$ cat src/rtl/hazard_stall_controller.sv
`timescale 1ns / 1ps
// hazard_stall_controller
// Pipeline sequencing controller for the 5-stage MIPS core. It sits beside the forwarding unit
// and does four jobs:
//   - stalls on RAW hazards that forwarding cannot cover, inserting an ID/EX bubble;
//   - flushes IF/ID when a branch resolves taken;
//   - freezes the whole pipeline while a multi-cycle SRAM access in MEM is outstanding;
//   - counts stall cycles and raises a sticky error when a memory access times out.
// Build option: define FORWARDING_EN when the forwarding paths are present. Only load-use
// dependencies then stall. Without it, every RAW dependency on EXE or MEM stalls.
module hazard_stall_controller #(
  parameter int unsigned MEM_TIMEOUT = 15,
  parameter int unsigned CNT_W       = 16
) (
  input  logic             clk,
  input  logic             rst_n,
  input  logic [4:0]       i_id_src1,
  input  logic [4:0]       i_id_src2,
  input  logic             i_id_two_src,
  input  logic [4:0]       i_exe_dest,
  input  logic             i_exe_wb_en,
  input  logic             i_exe_mem_r_en,
  input  logic [4:0]       i_mem_dest,
  input  logic             i_mem_wb_en,
  input  logic             i_mem_access_req,
  input  logic             i_mem_ready,
  input  logic             i_branch_taken,
  output logic             o_freeze_all,
  output logic             o_freeze_if_id,
  output logic             o_bubble_id_ex,
  output logic             o_flush_if_id,
  output logic [1:0]       o_ctrl_state,
  output logic [CNT_W-1:0] o_stall_count,
  output logic             o_mem_timeout
);

  localparam logic [CNT_W-1:0] TIMEOUT_VAL = CNT_W'(MEM_TIMEOUT);
  localparam logic [CNT_W-1:0] CNT_MAX     = '1;
  localparam logic [CNT_W-1:0] CNT_ONE     = CNT_W'(1);

  typedef enum logic [1:0] {
    StRun     = 2'b00,
    StMemWait = 2'b01,
    StErr     = 2'b10
  } state_e;

  state_e           r_state;
  logic [CNT_W-1:0] r_wait_cnt;
  logic [CNT_W-1:0] r_stall_cnt;
  logic             r_mem_timeout;

  state_e           w_state_nxt;
  logic [CNT_W-1:0] w_wait_nxt;
  logic [CNT_W-1:0] w_stall_nxt;
  logic             w_timeout_nxt;

  logic w_exe_match;
  logic w_mem_match;
  logic w_hazard;
  logic w_apply;
  logic w_freeze_all;
  logic w_freeze_if_id;
  logic w_bubble_id_ex;
  logic w_flush_if_id;

  // Register 0 is hardwired to zero, so a write to it never creates a dependency.
  function automatic logic raw_match(input logic [4:0] dest, input logic wb_en,
                                     input logic [4:0] src1, input logic [4:0] src2,
                                     input logic two_src);
    return wb_en && (dest != 5'd0) && ((dest == src1) || (two_src && (dest == src2)));
  endfunction

  assign w_exe_match = raw_match(i_exe_dest, i_exe_wb_en, i_id_src1, i_id_src2, i_id_two_src);
  assign w_mem_match = raw_match(i_mem_dest, i_mem_wb_en, i_id_src1, i_id_src2, i_id_two_src);

`ifdef FORWARDING_EN
  // Forwarding covers everything except a load whose data only arrives after MEM.
  logic w_unused_mem_match;
  assign w_unused_mem_match = w_mem_match;
  assign w_hazard = i_exe_mem_r_en && w_exe_match;
`else
  // No forwarding paths: any producer still in EXE or MEM forces a stall.
  logic w_unused_load;
  assign w_unused_load = i_exe_mem_r_en;
  assign w_hazard = w_exe_match || w_mem_match;
`endif

  // Decide whether the pipeline is frozen for SRAM, or whether branch/hazard rules may act.
  always_comb begin
    w_freeze_all = 1'b0;
    w_apply      = 1'b0;
    case (r_state)
      StRun: begin
        if (i_mem_access_req && !i_mem_ready) begin
          w_freeze_all = 1'b1;
        end else begin
          w_apply = 1'b1;
        end
      end
      StMemWait: begin
        if (!i_mem_ready) begin
          w_freeze_all = 1'b1;
        end else begin
          w_apply = 1'b1;
        end
      end
      StErr: begin
        w_freeze_all = 1'b1;
      end
      default: begin
        w_freeze_all = 1'b1;
      end
    endcase
  end

  // Branch squashes the ID instruction, so its hazard is irrelevant; otherwise stall on hazard.
  always_comb begin
    w_freeze_if_id = 1'b0;
    w_bubble_id_ex = 1'b0;
    w_flush_if_id  = 1'b0;
    if (w_apply) begin
      if (i_branch_taken) begin
        w_flush_if_id  = 1'b1;
        w_bubble_id_ex = 1'b1;
      end else if (w_hazard) begin
        w_freeze_if_id = 1'b1;
        w_bubble_id_ex = 1'b1;
      end
    end
  end

  // Next-state, wait counter, sticky timeout and saturating stall counter.
  always_comb begin
    w_state_nxt   = r_state;
    w_wait_nxt    = r_wait_cnt;
    w_timeout_nxt = r_mem_timeout;
    w_stall_nxt   = r_stall_cnt;
    case (r_state)
      StRun: begin
        if (i_mem_access_req && !i_mem_ready) begin
          w_state_nxt = StMemWait;
          w_wait_nxt  = CNT_ONE;
        end
      end
      StMemWait: begin
        if (i_mem_ready) begin
          w_state_nxt = StRun;
          w_wait_nxt  = '0;
        end else if (r_wait_cnt >= TIMEOUT_VAL) begin
          w_state_nxt   = StErr;
          w_timeout_nxt = 1'b1;
        end else begin
          w_wait_nxt = r_wait_cnt + CNT_ONE;
        end
      end
      StErr: begin
        w_state_nxt = StErr;
      end
      default: begin
        // Unused encoding: park in the error state rather than run unchecked.
        w_state_nxt   = StErr;
        w_timeout_nxt = 1'b1;
      end
    endcase
    if ((w_freeze_all || w_freeze_if_id) && (r_stall_cnt != CNT_MAX)) begin
      w_stall_nxt = r_stall_cnt + CNT_ONE;
    end
  end

  // State and counter registers.
  always_ff @(posedge clk or negedge rst_n) begin
    if (!rst_n) begin
      r_state       <= StRun;
      r_wait_cnt    <= '0;
      r_stall_cnt   <= '0;
      r_mem_timeout <= 1'b0;
    end else begin
      r_state       <= w_state_nxt;
      r_wait_cnt    <= w_wait_nxt;
      r_stall_cnt   <= w_stall_nxt;
      r_mem_timeout <= w_timeout_nxt;
    end
  end

  // Control outputs are forced low while reset is held, whatever the inputs show.
  assign o_freeze_all   = rst_n && w_freeze_all;
  assign o_freeze_if_id = rst_n && w_freeze_if_id;
  assign o_bubble_id_ex = rst_n && w_bubble_id_ex;
  assign o_flush_if_id  = rst_n && w_flush_if_id;
  assign o_ctrl_state   = r_state;
  assign o_stall_count  = r_stall_cnt;
  assign o_mem_timeout  = r_mem_timeout;

endmodule

$ cat config.mk
export PLATFORM = sky130hd
export DESIGN_NAME = hazard_stall_controller
export DESIGN_NICKNAME = d
export VERILOG_FILES = /design/src/rtl/hazard_stall_controller.sv
export SDC_FILE = /design/constraint.sdc
export NUM_CORES = 1
export LEC_CHECK = 0
export ABC_AREA = 1
export CAP_MARGIN = 20
export CORE_MARGIN = 5
export CORE_UTILIZATION = 45
export CTS_BUF_LIST = sky130_fd_sc_hd__clkbuf_8
export DETAILED_ROUTE_END_ITERATION = 10
export GPL_ROUTABILITY_DRIVEN = 0
export HOLD_SLACK_MARGIN = 0.08
export PLACE_DENSITY = 0.73
export SYNTH_ARGS = -nofsm -noshare
export SYNTH_HDL_FRONTEND = slang
export SYNTH_SLANG_ARGS = --single-unit
$ cat constraint.sdc
create_clock -name clk -period 2.7 [get_ports clk]
set_input_delay 0.405 -clock clk [delete_from_list [all_inputs] [get_ports clk]]
set_output_delay 0.405 -clock clk [all_outputs]
set_load 0.01 [all_outputs]
-- Word-level counts from Yosys, hierarchy flattened
Index checks and enable logic that the tools add are counted.
- register bits: 35
- input bits: 29
- output and inout bits: 23
- logic and storage cells: 69
- add/subtract/negate cells: 2
- order comparisons: 1
- eq/ne operators: 12
- muxes and demuxes: 24
- bitwise logic cells: 1
- reduce and logical (&&, ||, !) cells: 25
- operators with widths (kind ; number):
    $mux W16 ; 3
    $add A16 B1 Y16 const B ; 2
    $pmux W16 S2 ; 1
    $eq A5 B5 Y1 ; 4
    $ge A16 B4 Y1 const B ; 1
    $ne A16 B16 Y1 const B ; 1
    $mux W1 ; 13
    $logic_and A1 B1 Y1 ; 12
    $reduce_bool A5 Y1 ; 2
    $mux W2 ; 3
    $ne A2 B2 Y1 const B ; 3
    $ne A3 B3 Y1 const B ; 2
    $pmux W1 S2 ; 3
    $reduce_and A3 Y1 ; 2
    $logic_or A1 B1 Y1 ; 4
    $pmux W2 S2 ; 1
    $eq A2 B1 Y1 const B ; 1
    $eq A2 B2 Y1 const B ; 1
    $logic_not A2 Y1 ; 1
    $reduce_and A2 Y1 ; 1
    $reduce_bool A2 Y1 ; 1
    $reduce_or A2 Y1 ; 1
    $logic_not A1 Y1 ; 1
    $not A1 Y1 ; 1

-- Longest topological paths before layout
- depth in word-level cells: 10
- mapped depth: 14
- gate-level depth less buffers: 13

-- Worst setup path after synthesis
OpenSTA, ideal clock, no wires.
- path type: reg-to-output
- start point: register r_state[1] (netlist: o_ctrl_state[1])
- end point: output o_bubble_id_ex
- arrival: 1171 ps
- setup slack: 1124 ps
- stages on the path, launching flop included: 9
- buffers on the path: 0
- cell sequence: dfrtp_1 inv_1 nand2_1 nor2_1 inv_1 nand3_1 nor2_1 inv_1 o21ai_0
- longest elaborated chain between the ends: 4
- elaborated cells on any way between the ends: 5
- classes of those cells: eq/ne (1); mux (2); reduce/logical (2)
- ends and longest elaborated chain (element ; line ; RTL):
    start: declaration ; 47 ; state_e r_state;
    start signal: assignment ; 173 ; r_state <= StRun;
    start signal: assignment ; 178 ; r_state <= w_state_nxt;
    $eq A2 B1 Y1 / $logic_not A2 Y1 (equally long branches) ; 92 ; case (r_state)
    $pmux W1 S2 (*) ; 92 ;
    $mux W1 (*) ; 121 ; if (w_apply) begin
    $logic_and A1 B1 Y1 (*) ; 188 ; assign o_bubble_id_ex = rst_n && w_bubble_id_ex;
    end: declaration ; 30 ; output logic o_bubble_id_ex,
Every way passes the cells marked *; elsewhere a longest branch is shown, timed or not.

-- Worst setup path after layout
- start point: input i_mem_ready
- end point: output o_flush_if_id
- longest elaborated chain between the ends: 6
- elaborated cells on any way between the ends: 7
- classes of those cells: mux (4); reduce/logical (3)
- ends and longest elaborated chain (element ; line ; RTL):
    start: declaration ; 26 ; input logic i_mem_ready,
    $logic_not A1 Y1 ; 94 ; if (i_mem_access_req && !i_mem_ready) begin
    $logic_and A1 B1 Y1 ; 94 ;
    $mux W1 ; 94 ;
    $pmux W1 S2 (*) ; 92 ;
    $mux W1 (*) ; 121 ;
    $logic_and A1 B1 Y1 (*) ; 189 ; assign o_flush_if_id = rst_n && w_flush_if_id;
    end: declaration ; 31 ; output logic o_flush_if_id,
Marked as above.

==> results.json <==
{
  "outcome": "finished clean",
  "dieArea_um2": 6460,
  "arrival_ns": 1.97,
  "fmaxAchievable_mhz": 421,
  "yosysWarningCount": 0,
  "min_period_ns": 2.38,
  "die_y_um": 80.4,
  "io_pins": 52,
  "grt_pass1_vias": 2026,
  "instances_no_fill": 457,
  "hold_end": "o_mem_timeout",
  "synth_seq_cells": 35,
  "p_switching_mw": 0.267,
  "clk_pin_slew_worst_paths_ns": 0.08,
  "via_per_inst": 4.54,
  "critPathKind": "input port to output pin",
  "async_flop_share": 1.00,
  "drc": 0,
  "via_count": 2075,
  "hp-start": "o_mem_timeout",
  "detail-route-antenna-nets": 0,
  "grt_use_total": 0.163,
  "die_x_um": 80.4,
  "dr.first_iter.drc_count": 101,
  "cts_buffer_depth": 2,
  "clockRootBuffer": "clkbuf_8",
  "syn_inst": 334,
  "critPathLaunchType": "input port",
  "row_count": 25,
  "clock-sinks": 35,
  "r2r_cells": 11,
  "slew_viol_final": 0,
  "io_buffers": 50,
  "reg2reg_setup_slack_ns": 0.82,
  "synth_edf_count": 0,
  "cellLeakagePower_nw": 1.56,
  "hold_violations": 0,
  "r2r-start": "o_stall_count[0]",
  "final_common_cell": "nand2_1",
  "endpoint_kind": "output pin",
  "yosysSeqAreaShare": 0.393,
  "htree_levels": 2,
  "drt-total-wl_mm": 4.88,
  "period_share": 0.881,
  "maxCapViolations": 0,
  "wl_per_cell_um": 10.7,
  "power.internal_mw": 0.862,
  "p_comb_frac": 0.104,
  "num-nets-final": 420,
  "hold_depth": 1,
  "setup_ws_ns": 0.322,
  "power_density_nw_per_um2": 388,
  "ir_worst_vdd_v": 0.000407,
  "start_util": 0.469,
  "postCtsHoldBufs": 0,
  "syn_area_um2": 2230,
  "drive_above_1_share": 0.0744,
  "rsz0062_at_grt": "no",
  "grt_overflow": 0,
  "place_area_um2": 2790,
  "p_seq_frac": 0.465,
  "max_slew.worst_pin.slew_ns": 0.444,
  "cts_buffers": 5,
  "switching_share": 0.236,
  "syn_to_final_growth_pct": 30.6,
  "p_clk_frac": 0.431,
  "cp_max_fo": 3,
  "tns_ns": 0,
  "cts_tree": "built",
  "core_region_area_um2": 4750,
  "postSynthAreaPerCell_um2": 6.67,
  "clock_latency_ns": 0.29,
  "pre_cts_ws_ns": 0.0289,
  "layout_common_cells": "nand2_1, nor2_1, inv_1, clkdlybuf4s50_1, dfrtp_1",
  "hold_class": "flop to flop",
  "ys.flop_type": "dfrtp_1",
  "setup_viol": 0,
  "post_cts.repair.setup_buffers": 0,
  "diodes": 0,
  "synth_nets": 365,
  "timing.rr.end": "o_stall_count[6]",
  "dr.pass1.iters": 4,
  "grt_pass1_wl_mm": 8.40,
  "dpl.cell_count": 449,
  "hpwl_mm": 3.84,
  "antenna_found_initial": 0,
  "relSlewSlack": 0.704,
  "fin_skew_ns": 0.00566,
  "grt_max_degree": 36,
  "ys_types": 25,
  "required_ns": 2.30,
  "design_area_um2": 2910
}
==> state kept, by name, summed over array words and instances (netlist names) <==
register / flops
o_mem_timeout: 1
r_wait_cnt: 16
o_stall_count: 16
o_ctrl_state: 2
==> cell families after synthesis <==
group | synth area share
AO/OA/AOI/OAI | 0.0314
flip-flops | 0.393
XOR/XNOR | 0.0314
AND/OR/NAND/NOR | 0.423
adder cells (fa/ha/maj) | 0.0112
buffers and inverters | 0.110
==> worst max-delay path by stage <==
stage | from | endpoint | cells after the start
4_1_cts | i_exe_dest[0] | o_bubble_id_ex | 12
3_5_place_dp | i_exe_dest[0] | o_bubble_id_ex | 12
3_3_place_gp | i_exe_dest[4] | o_bubble_id_ex | 12
6_report | i_mem_ready | o_flush_if_id | 8
5_1_grt | i_mem_ready | o_flush_if_id | 8
2_1_floorplan | o_ctrl_state[1] | o_bubble_id_ex | 8
==> power by group through the flow <==
stage	Sequential [mW]	Clock (mW)	Combinational (mW)
finish	0.525	0.487	0.117
global route	0.525	0.528	0.132
CTS	0.525	0.498	0.119
detailed placement	0.535	0	0.119
global placement	0.535	0	0.116
floorplan	0.536	0	0.0454
==> synthesized netlist by cell type (3+ instances only) <==
cell type | number | area (um2)
dfrtp_1 | 35 | 876
nor2_1 | 49 | 184
buf_6 | 3 | 33.8
nand2_1 | 120 | 450
nand2_2 | 4 | 25.0
inv_1 | 48 | 180
inv_2 | 7 | 26.3
nand3_1 | 29 | 145
xnor2_1 | 5 | 43.8
nor3_1 | 4 | 20.0
xor2_1 | 3 | 26.3
o21ai_0 | 7 | 35.0
a21oi_1 | 4 | 20.0
==> layer usage <==
metal  vias to the layer above  GRT usage  part of all wire
li1                       1122          -                 -
met1                       920      0.191              0.45
met2                        28      0.290              0.50
met3                         5     0.0404             0.045
met4                         0     0.0490            0.0064
met5                         -          0                 0
==> layout make-up <==
class / count / area, um2
clock buffer: 5 / 68.8
tap: 67 / 83.8
timing repair buffer: 52 / 520
clock inverter: 3 / 47.5
sequential: 35 / 876
inverter: 55 / 206
multi-input combinational: 240 / 1110
fill: 469 / 1840
==> metrics by stage <==
| step | hold slack (ns) | utilization | total power, mW |
|---|---|---|---|
| 2_1_floorplan | 0.109 | - | 0.581 |
| 3_3_place_gp | 0.447 | 0.587 | 0.652 |
| 3_5_place_dp | 0.469 | 0.587 | 0.654 |
| 4_1_cts | 0.493 | 0.611 | 1.14 |
| 5_1_grt | 0.513 | 0.612 | 1.18 |
| 6_report | 0.480 | 0.612 | 1.13 |
==> worst max-delay path: stages <==
cell             delay, ns
clkdlybuf4s50_1       0.49
inv_1                 0.06
nand3_1               0.10
nand3_1               0.10
nor2_1                0.13
inv_1                 0.07
nor2_1                0.08
clkdlybuf4s50_1       0.54
==> repair_timing <==
item,in CTS,in global routing
gates resized for setup,0,2
endpoints found under the hold margin,0,0
setup endpoints to repair,0,2
No activity file was read; power rests on OpenSTA's default activity.
